[src/rtl/regfile_wr_arbiter_if.sv]
// Writeback bus between two writeback sources, the register file pins and read consumers.
// The slave modport is the arbiter side; the master modport is the environment side.
interface regfile_wr_arbiter_if #(
  parameter int DATA_W = 16,
  parameter int ADDR_W = 3
);
  logic              wr0_valid;
  logic              wr0_ready;
  logic [ADDR_W-1:0] wr0_addr;
  logic [DATA_W-1:0] wr0_data;
  logic              wr1_valid;
  logic              wr1_ready;
  logic [ADDR_W-1:0] wr1_addr;
  logic [DATA_W-1:0] wr1_data;
  logic              rf_wr_en;
  logic [ADDR_W-1:0] rf_wr_addr;
  logic [DATA_W-1:0] rf_wr_data;
  logic [ADDR_W-1:0] rd_addr1;
  logic [ADDR_W-1:0] rd_addr2;
  logic [DATA_W-1:0] rf_rd_data1;
  logic [DATA_W-1:0] rf_rd_data2;
  logic [DATA_W-1:0] rd_data1;
  logic [DATA_W-1:0] rd_data2;
  logic              busy;

  modport slave (
    input  wr0_valid, wr0_addr, wr0_data,
    input  wr1_valid, wr1_addr, wr1_data,
    input  rd_addr1, rd_addr2, rf_rd_data1, rf_rd_data2,
    output wr0_ready, wr1_ready,
    output rf_wr_en, rf_wr_addr, rf_wr_data,
    output rd_data1, rd_data2, busy
  );

  modport master (
    output wr0_valid, wr0_addr, wr0_data,
    output wr1_valid, wr1_addr, wr1_data,
    output rd_addr1, rd_addr2, rf_rd_data1, rf_rd_data2,
    input  wr0_ready, wr1_ready,
    input  rf_wr_en, rf_wr_addr, rf_wr_data,
    input  rd_data1, rd_data2, busy
  );
endinterface

[src/rtl/regfile_wr_arbiter.sv]
// Two-channel writeback arbiter with 1-entry buffers, oldest-first drain into one RF write port.
// Define REGFILE_BYPASS_EN to forward pending buffered data to the read ports.
module regfile_wr_arbiter #(
  parameter int DATA_W = 16,
  parameter int ADDR_W = 3
) (
  input  logic                 clk,
  input  logic                 rst_n,
  regfile_wr_arbiter_if.slave  bus
);

  logic              full0_q, full0_d;
  logic              full1_q, full1_d;
  logic [ADDR_W-1:0] addr0_q, addr0_d;
  logic [ADDR_W-1:0] addr1_q, addr1_d;
  logic [DATA_W-1:0] data0_q, data0_d;
  logic [DATA_W-1:0] data1_q, data1_d;
  logic              old_sel_q, old_sel_d;

  logic grant0, grant1;
  logic ready0, ready1;
  logic acc0, acc1;

  always_comb begin
    grant0 = full0_q & (~full1_q | ~old_sel_q);
    grant1 = full1_q & (~full0_q |  old_sel_q);
    ready0 = ~full0_q | grant0;
    ready1 = ~full1_q | grant1;
    acc0   = bus.wr0_valid & ready0;
    acc1   = bus.wr1_valid & ready1;
  end

  assign bus.wr0_ready = ready0;
  assign bus.wr1_ready = ready1;

  // A buffer loaded this edge is younger than one that stayed; simultaneous loads leave ch0 older.
  always_comb begin
    full0_d   = (full0_q & ~grant0) | acc0;
    full1_d   = (full1_q & ~grant1) | acc1;
    addr0_d   = acc0 ? bus.wr0_addr : addr0_q;
    data0_d   = acc0 ? bus.wr0_data : data0_q;
    addr1_d   = acc1 ? bus.wr1_addr : addr1_q;
    data1_d   = acc1 ? bus.wr1_data : data1_q;
    old_sel_d = old_sel_q;
    if (acc0 & acc1) begin
      old_sel_d = 1'b0;
    end else if (acc0) begin
      old_sel_d = 1'b1;
    end else if (acc1) begin
      old_sel_d = 1'b0;
    end
  end

  always_ff @(posedge clk or negedge rst_n) begin
    if (!rst_n) begin
      full0_q   <= 1'b0;
      full1_q   <= 1'b0;
      addr0_q   <= '0;
      addr1_q   <= '0;
      data0_q   <= '0;
      data1_q   <= '0;
      old_sel_q <= 1'b0;
    end else begin
      full0_q   <= full0_d;
      full1_q   <= full1_d;
      addr0_q   <= addr0_d;
      addr1_q   <= addr1_d;
      data0_q   <= data0_d;
      data1_q   <= data1_d;
      old_sel_q <= old_sel_d;
    end
  end

  always_comb begin
    bus.rf_wr_en   = full0_q | full1_q;
    bus.busy       = full0_q | full1_q;
    bus.rf_wr_addr = '0;
    bus.rf_wr_data = '0;
    if (grant0) begin
      bus.rf_wr_addr = addr0_q;
      bus.rf_wr_data = data0_q;
    end else if (grant1) begin
      bus.rf_wr_addr = addr1_q;
      bus.rf_wr_data = data1_q;
    end
  end

`ifdef REGFILE_BYPASS_EN
  // With both buffers matching, the younger one (not selected by old_sel) holds the newest value.
  function automatic logic [DATA_W-1:0] bypass(input logic [ADDR_W-1:0] ra,
                                               input logic [DATA_W-1:0] rf_data);
    logic m0, m1;
    m0 = full0_q & (addr0_q == ra);
    m1 = full1_q & (addr1_q == ra);
    if (m0 & m1) begin
      return old_sel_q ? data0_q : data1_q;
    end else if (m0) begin
      return data0_q;
    end else if (m1) begin
      return data1_q;
    end
    return rf_data;
  endfunction

  always_comb begin
    bus.rd_data1 = bypass(bus.rd_addr1, bus.rf_rd_data1);
    bus.rd_data2 = bypass(bus.rd_addr2, bus.rf_rd_data2);
  end
`else
  always_comb begin
    bus.rd_data1 = bus.rf_rd_data1;
    bus.rd_data2 = bus.rf_rd_data2;
  end
`endif

endmodule

[src/flat_wrapper.sv]
// flat-port wrapper written by rule: the top's interface ports become plain ports
module regfile_wr_arbiter_flat 
#(
  parameter int DATA_W = 16,
  parameter int ADDR_W = 3
)
  (clk, rst_n, bus_wr0_valid, bus_wr0_addr, bus_wr0_data, bus_wr1_valid, bus_wr1_addr, bus_wr1_data, bus_rd_addr1, bus_rd_addr2, bus_rf_rd_data1, bus_rf_rd_data2, bus_wr0_ready, bus_wr1_ready, bus_rf_wr_en, bus_rf_wr_addr, bus_rf_wr_data, bus_rd_data1, bus_rd_data2, bus_busy);
  regfile_wr_arbiter_if #(.DATA_W(DATA_W), .ADDR_W(ADDR_W)) bus_i ();
  input  logic clk;
  input  logic rst_n;
  input wire logic [$bits(bus_i.wr0_valid)-1:0] bus_wr0_valid;
  input wire logic [$bits(bus_i.wr0_addr)-1:0] bus_wr0_addr;
  input wire logic [$bits(bus_i.wr0_data)-1:0] bus_wr0_data;
  input wire logic [$bits(bus_i.wr1_valid)-1:0] bus_wr1_valid;
  input wire logic [$bits(bus_i.wr1_addr)-1:0] bus_wr1_addr;
  input wire logic [$bits(bus_i.wr1_data)-1:0] bus_wr1_data;
  input wire logic [$bits(bus_i.rd_addr1)-1:0] bus_rd_addr1;
  input wire logic [$bits(bus_i.rd_addr2)-1:0] bus_rd_addr2;
  input wire logic [$bits(bus_i.rf_rd_data1)-1:0] bus_rf_rd_data1;
  input wire logic [$bits(bus_i.rf_rd_data2)-1:0] bus_rf_rd_data2;
  output wire logic [$bits(bus_i.wr0_ready)-1:0] bus_wr0_ready;
  output wire logic [$bits(bus_i.wr1_ready)-1:0] bus_wr1_ready;
  output wire logic [$bits(bus_i.rf_wr_en)-1:0] bus_rf_wr_en;
  output wire logic [$bits(bus_i.rf_wr_addr)-1:0] bus_rf_wr_addr;
  output wire logic [$bits(bus_i.rf_wr_data)-1:0] bus_rf_wr_data;
  output wire logic [$bits(bus_i.rd_data1)-1:0] bus_rd_data1;
  output wire logic [$bits(bus_i.rd_data2)-1:0] bus_rd_data2;
  output wire logic [$bits(bus_i.busy)-1:0] bus_busy;
  assign bus_i.wr0_valid = bus_wr0_valid;
  assign bus_i.wr0_addr = bus_wr0_addr;
  assign bus_i.wr0_data = bus_wr0_data;
  assign bus_i.wr1_valid = bus_wr1_valid;
  assign bus_i.wr1_addr = bus_wr1_addr;
  assign bus_i.wr1_data = bus_wr1_data;
  assign bus_i.rd_addr1 = bus_rd_addr1;
  assign bus_i.rd_addr2 = bus_rd_addr2;
  assign bus_i.rf_rd_data1 = bus_rf_rd_data1;
  assign bus_i.rf_rd_data2 = bus_rf_rd_data2;
  assign bus_wr0_ready = bus_i.wr0_ready;
  assign bus_wr1_ready = bus_i.wr1_ready;
  assign bus_rf_wr_en = bus_i.rf_wr_en;
  assign bus_rf_wr_addr = bus_i.rf_wr_addr;
  assign bus_rf_wr_data = bus_i.rf_wr_data;
  assign bus_rd_data1 = bus_i.rd_data1;
  assign bus_rd_data2 = bus_i.rd_data2;
  assign bus_busy = bus_i.busy;
  regfile_wr_arbiter #(.DATA_W(DATA_W), .ADDR_W(ADDR_W)) u_core (.clk(clk), .rst_n(rst_n), .bus(bus_i));
endmodule
[config.mk]
export PLATFORM = sky130hd
export DESIGN_NAME = regfile_wr_arbiter_flat
export DESIGN_NICKNAME = d
export VERILOG_FILES = /design/src/rtl/regfile_wr_arbiter_if.sv /design/src/rtl/regfile_wr_arbiter.sv /design/src/flat_wrapper.sv
export SDC_FILE = /design/constraint.sdc
export NUM_CORES = 1
export LEC_CHECK = 0
export ABC_AREA = 1
export CAP_MARGIN = 10
export CORE_AREA = 8 8 86 88
export CTS_CLUSTER_SIZE = 30
export DETAILED_ROUTE_END_ITERATION = 7
export DIE_AREA = 0 0 94 96
export GPL_TIMING_DRIVEN = 0
export PLACE_DENSITY = 0.79
export SYNTH_ARGS = -nofsm -noshare
export SYNTH_HDL_FRONTEND = slang
export SYNTH_SLANG_ARGS = --single-unit
[constraint.sdc]
create_clock -name clk -period 1.6 [get_ports clk]
set_input_delay 0.32 -clock clk [delete_from_list [all_inputs] [get_ports clk]]
set_output_delay 0.32 -clock clk [all_outputs]
set_load 0.05 [all_outputs]
# Word-level counts from Yosys, hierarchy flattened
# Index checks and enable logic that the tools add are counted.
# W data, S select, Z words.
[word_totals]
reg_bits = 41
input_bits = 80
wordCells = 34
[classes]
n_bitwise = 19
reduce_logical = 1
muxes = 7
[op_table]
columns = ["op", "count"]
rows = [
  ["$mux W16", 2],
  ["$and A1 B1 Y1", 7],
  ["$or A1 B1 Y1", 7],
  ["$mux W3", 2],
  ["$not A1 Y1", 5],
  ["$mux W1", 3],
  ["$reduce_bool A3 Y1", 1],
]

# Logic depth before layout (Yosys ltp)
[logic_depth]
depth_word = 8
mapped_depth = 6
mapped_depth_nobuf = 5

# Worst setup path before layout
# No wires, ideal clock.
[synth_path]
path_kind = "register to output"
start = "reg u_core.full0_q"
end = "out bus_rf_wr_data[10]"
path_stages_with_launch = 6
path_slack_ps = -9
arrival_ps = 1289
required_time_ps = 1280
path_cell_list = "dfrtp_1 > inv_2 > a21oi_4 > buf_8 > nand2_2 > nand2_1"
[synth_between]
elab_chain_len = 5
[synth_lines]
columns = ["item", "line_no", "text"]
rows = [
  ["from (decl)", "regfile_wr_arbiter.sv:12", "logic full0_q, full0_d;"],
  ["from (signal assigned)", "regfile_wr_arbiter.sv:64", "full0_q <= full0_d;"],
  ["$not A1 Y1", "regfile_wr_arbiter.sv:26", "grant1 = full1_q & (~full0_q | old_sel_q);"],
  ["$or A1 B1 Y1", "regfile_wr_arbiter.sv:26", ""],
  ["$and A1 B1 Y1", "regfile_wr_arbiter.sv:26", ""],
  ["$mux W16", "regfile_wr_arbiter.sv:82", "end else if (grant1) begin"],
  ["$mux W16 (*)", "regfile_wr_arbiter.sv:79", "if (grant0) begin"],
  ["to (decl)", "flat_wrapper.sv:25", "output wire logic [$bits(bus_i.rf_wr_data)-1:0] bus_rf_wr_data;"],
]
# Mark *: on every way between the ends. The rest lies on a longest branch, timed or not.

# Worst setup path after layout
[layout_path]
start = "reg u_core.full1_q"
end = "out bus_rf_wr_data[13]"
[layout_between]
elab_chain_len = 4
[layout_lines]
columns = ["item", "line_no", "text"]
rows = [
  ["from (decl)", "regfile_wr_arbiter.sv:13", "logic full1_q, full1_d;"],
  ["from (signal assigned)", "regfile_wr_arbiter.sv:65", "full1_q <= full1_d;"],
  ["$not A1 Y1", "regfile_wr_arbiter.sv:25", "grant0 = full0_q & (~full1_q | ~old_sel_q);"],
  ["$or A1 B1 Y1", "regfile_wr_arbiter.sv:25", ""],
  ["$and A1 B1 Y1", "regfile_wr_arbiter.sv:25", ""],
  ["$mux W16 (*)", "regfile_wr_arbiter.sv:79", ""],
]
# Marks and branches as above.

==> Flow_metrics.wiki <==
{| class="wikitable"
! Metric !! Value
|-
| Result of the run || finished, violations left
|-
| Violations in the final reports || setup timing
|-
| CP peak stage delay || 0.46 ns
|-
| Number of global-route vias before repair || ~2300
|-
| Number of primary I/O pins || around 140
|-
| First DRT Iteration DRCs || 74
|-
| Avg Inst Size Synth || around 8.0 um2
|-
| Cell Area, Synth || roughly 2200 um2
|-
| Worst Clk Skew || around 0.0015 ns
|-
| Final ANT Viol Nets || 0
|-
| Final routed DRC violation total || 0
|-
| Startpoint type of the worst setup path || flop
|-
| Final sum of negative setup slack || -3.411 ns
|-
| Critical Path Fanout Max || 6
|-
| Endpoint of the lowest-slack register-to-register path || u_core.data0_q[14]
|-
| Max stage delay cell, worst path || sky130_fd_sc_hd__dfrtp_2
|-
| Layout cells sized above 1 || between 30 and 40%
|-
| Root Driver || sky130_fd_sc_hd__clkbuf_8
|-
| Met1 Wirelength || 2602 um
|-
| Pwr dens || around 1000 nW/um2
|-
| Number of rows created at floorplan || 29
|-
| Net Count, Synth || about 350
|-
| Routability Congestion || roughly 0.77
|-
| Non-filler cells in the finished layout || between 400 and 500
|-
| Port bufs || 96
|-
| Critical Path, Cell by Cell || a21oi_4 -> buf_6 -> nand2_2 -> nand2_2 -> buf_8
|-
| Number of hold buffers added after CTS || 0
|-
| Post-layout worst setup margin || -0.2101 ns
|-
| Total clock buffers created by CTS || 5
|-
| Maximum number of pins on one net before global-route repair || 42
|-
| Worst path most repeated cell || sky130_fd_sc_hd__nand2_2
|-
| CTS tree || yes
|-
| Reg-to-reg slack, setup || approximately 0.14 ns
|-
| Actual slew at the worst max-slew pin || 0.9136 ns
|-
| Final setup viols || 20
|-
| Fin. max-slew vios || 0
|-
| Distinct cell type count of the synthesized netlist || 17
|-
| WHS || between 0.15 and 0.2 ns
|-
| Starting Density || between 30% and 40%
|-
| RR Startpoint || u_core.full0_q
|-
| Number of sinks handled by clock tree synthesis || between 40 and 50
|-
| Net count, final || 477
|-
| Yosys synthesis warning count || 0
|-
| Critical path class || reg2out
|-
| Leakage component of the power || roughly 1.9 nW
|-
| Placed cells || ~450
|-
| HPWL after detailed placement || 5191 um
|-
| Initial antenna violation count || 0
|-
| Detail Route met2 WL || 3624 um
|-
| R2R depth || 6
|-
| Top cell type by total area after synthesis || sky130_fd_sc_hd__dfrtp_1
|-
| Wire length reported by the detailed router || 6857 um
|-
| RSZ-0062 raised after global routing || yes
|-
| Highest layer used for signal routing || met4
|-
| Rel. slew slack || ~39%
|-
| Met3 wire length || just under 600 um
|-
| Req. time, crit path || between 1 and 1.5 ns
|-
| Worst path buffer plus inverter count || 2
|-
| Gate count of the mapped netlist || 273
|-
| Count of final hold-check violations || 0
|-
| Cell family with the largest share of critical-path delay || flip-flops
|-
| Clock Tree Buf Depth || 2
|-
| Global-route wire length before repair || approximately 11000 um
|-
| Path category of the worst min-delay check || in2async
|-
| H-tree lvl count || 2
|-
| Ant diodes || 0
|-
| Sequential fraction of the synthesis area || approximately 47%
|-
| Number of max-cap violations || 0
|-
| Max VDD drop || 0.6124 mV
|-
| Worst-path clk slew || 0.08 ns
|-
| Overall routing resource usage || between 10 and 15%
|-
| Mean routed wirelength per cell || ~14 um
|-
| Synthesized flop and latch total || 41
|-
| Area Growth Syn to Fin || 69.25%
|-
| Crit path DAT || around 1.5 ns
|-
| Tmin final || approximately 1.8 ns
|-
| Count of vias placed by the detailed router || around 2200
|-
| Share of Yosys cell area claimed by the top area cell type || 47.05%
|-
| TritonRoute pass-1 iters || 4
|-
| Area of the core region || between 6000 and 7000 um2
|-
| Critical path capture point type || output pin
|-
| Grt total ovfl || 0
|-
| Share of the cycle needed by the critical path after routing || 113.1%
|-
| Vias per Instance || roughly 4.6
|-
| Die outline area || approximately 9000 um2
|-
| FMAX || approximately 0.55 GHz
|-
| Worst-Skew Late Latency || between 0.2 and 0.3 ns
|-
| Area contributors post-synth || sky130_fd_sc_hd__dfrtp_1 (47%), sky130_fd_sc_hd__nand2_1 (22%), sky130_fd_sc_hd__buf_4 (12%), sky130_fd_sc_hd__nand3_1 (8.7%), sky130_fd_sc_hd__nand2_2 (3.2%)
|-
| Die Ht || about 96 um
|-
| Die X || 94 um
|}
-- worst register-to-register path, cell delays in order, from the launching register on --
cell                       delay [ns]
sky130_fd_sc_hd__dfrtp_2         0.43
sky130_fd_sc_hd__buf_12          0.14
sky130_fd_sc_hd__buf_6           0.11
sky130_fd_sc_hd__nand3_4         0.11
sky130_fd_sc_hd__clkbuf_1        0.37
sky130_fd_sc_hd__nand3_1         0.15
sky130_fd_sc_hd__nand2_1         0.10
-- stage by stage --
stage | worst slack [ns] | area, um2 | utilization, % | power (mW)
global route | -0.2751 | 3691 | 60.55 | 3.954
floorplan | 0.08525 | 2206 | - | 2.204
finish | -0.2101 | 3691 | 60.55 | 3.766
global placement | -0.7889 | 3263 | 53.53 | 2.685
detailed placement | -0.6992 | 3258 | 53.45 | 2.711
CTS | -0.2776 | 3622 | 59.42 | 3.764
-- layout by cell type (no fill, tap or decap) --
cell / instances
sky130_fd_sc_hd__nand2_4: 1
sky130_fd_sc_hd__buf_12: 1
sky130_fd_sc_hd__buf_6: 16
sky130_fd_sc_hd__inv_1: 2
sky130_fd_sc_hd__clkdlybuf4s50_1: 72
sky130_fd_sc_hd__inv_2: 3
sky130_fd_sc_hd__buf_2: 2
sky130_fd_sc_hd__a21oi_1: 1
sky130_fd_sc_hd__nand2_1: 112
sky130_fd_sc_hd__dfrtp_2: 3
sky130_fd_sc_hd__buf_8: 15
sky130_fd_sc_hd__nand2_2: 25
sky130_fd_sc_hd__dfrtp_1: 38
sky130_fd_sc_hd__nand3_4: 2
sky130_fd_sc_hd__buf_4: 49
sky130_fd_sc_hd__clkbuf_1: 4
sky130_fd_sc_hd__clkbuf_8: 6
sky130_fd_sc_hd__bufinv_16: 1
sky130_fd_sc_hd__a21oi_4: 4
sky130_fd_sc_hd__nor2_1: 1
sky130_fd_sc_hd__buf_1: 2
sky130_fd_sc_hd__nand3_1: 38
-- cell usage after synthesis --
library cell	count
sky130_fd_sc_hd__nand2_1	126
sky130_fd_sc_hd__inv_2	1
sky130_fd_sc_hd__clkbuf_1	4
sky130_fd_sc_hd__nand2_2	11
sky130_fd_sc_hd__inv_1	4
sky130_fd_sc_hd__buf_4	34
sky130_fd_sc_hd__buf_2	1
sky130_fd_sc_hd__nor2_1	1
sky130_fd_sc_hd__nand3_2	2
sky130_fd_sc_hd__a21oi_4	2
sky130_fd_sc_hd__dfrtp_1	41
sky130_fd_sc_hd__buf_8	1
sky130_fd_sc_hd__nand2_4	1
sky130_fd_sc_hd__a21oi_1	1
sky130_fd_sc_hd__nand3_1	38
sky130_fd_sc_hd__buf_6	3
sky130_fd_sc_hd__buf_1	2
-- where the power goes --
| group | internal [mW] | switching [mW] | total [mW] |
|---|---|---|---|
| clock | 0.509 | 0.342 | 0.851 |
| sequential | 1.18 | 0.0993 | 1.28 |
| combinational | 0.685 | 0.949 | 1.63 |
| total | 2.38 | 1.39 | 3.77 |
-- worst max-delay path by stage --
stage                     startpoint                 end  slack (ns)  depth (start not counted)
finish                u_core.full1_q  bus_rf_wr_data[13]       -0.21                          5
floorplan             u_core.full1_q        bus_rf_wr_en        0.09                          3
detailed placement  u_core.old_sel_q   bus_rf_wr_data[5]       -0.70                          6
global placement               rst_n   u_core.data0_q[2]       -0.79                          1
global route          u_core.full1_q   bus_rf_wr_data[7]       -0.28                          5
CTS                 u_core.old_sel_q   bus_rf_wr_addr[1]       -0.28                          6
-- cells by family (layout without fill, tap and decap cells) --
logic type             Yosys count  in the layout  share of synthesized area, %
and+or+nand+nor                179            179                         35.17
buffers and inverters           50            173                         16.06
DFF                             41             41                         47.05
AOI/OAI and AO/OA                3              5                         1.721
-- timing repair --
item	4_1_cts	5_1_grt
cloned	3	0
resized for setup	182	12
buffers inserted	13	12
setup endpoints to repair	23	30
pin swaps	2	13
hold endpoints to repair	0	0
-- layout make-up --
type / instances / area [um2]
plain buffers: 43 / 322.8
clock inverters: 1 / 30.03
well taps: 77 / 96.34
inverters: 5 / 18.77
multi-input cells: 184 / 887.1
repair buffers: 117 / 1220
flip-flops and latches: 41 / 1030
clock buffers: 7 / 86.33
fillers: 557 / 2405
-- sequential cells by signal, summed over array words and instances, names as in the netlist --
| register | count |
|---|---|
| u_core.addr0_q | 3 |
| u_core.addr1_q | 3 |
| u_core.data0_q | 16 |
| u_core.data1_q | 16 |
| u_core.full0_q | 1 |
| u_core.full1_q | 1 |
| u_core.old_sel_q | 1 |
-- per-layer routing --
layer,GRT usage (%),vias up
met3,5.538,4
met5,0,-
met2,26.95,84
li1,-,1067
met1,16.28,1010
met4,3.699,0
Power figures use the tool's default switching activity.
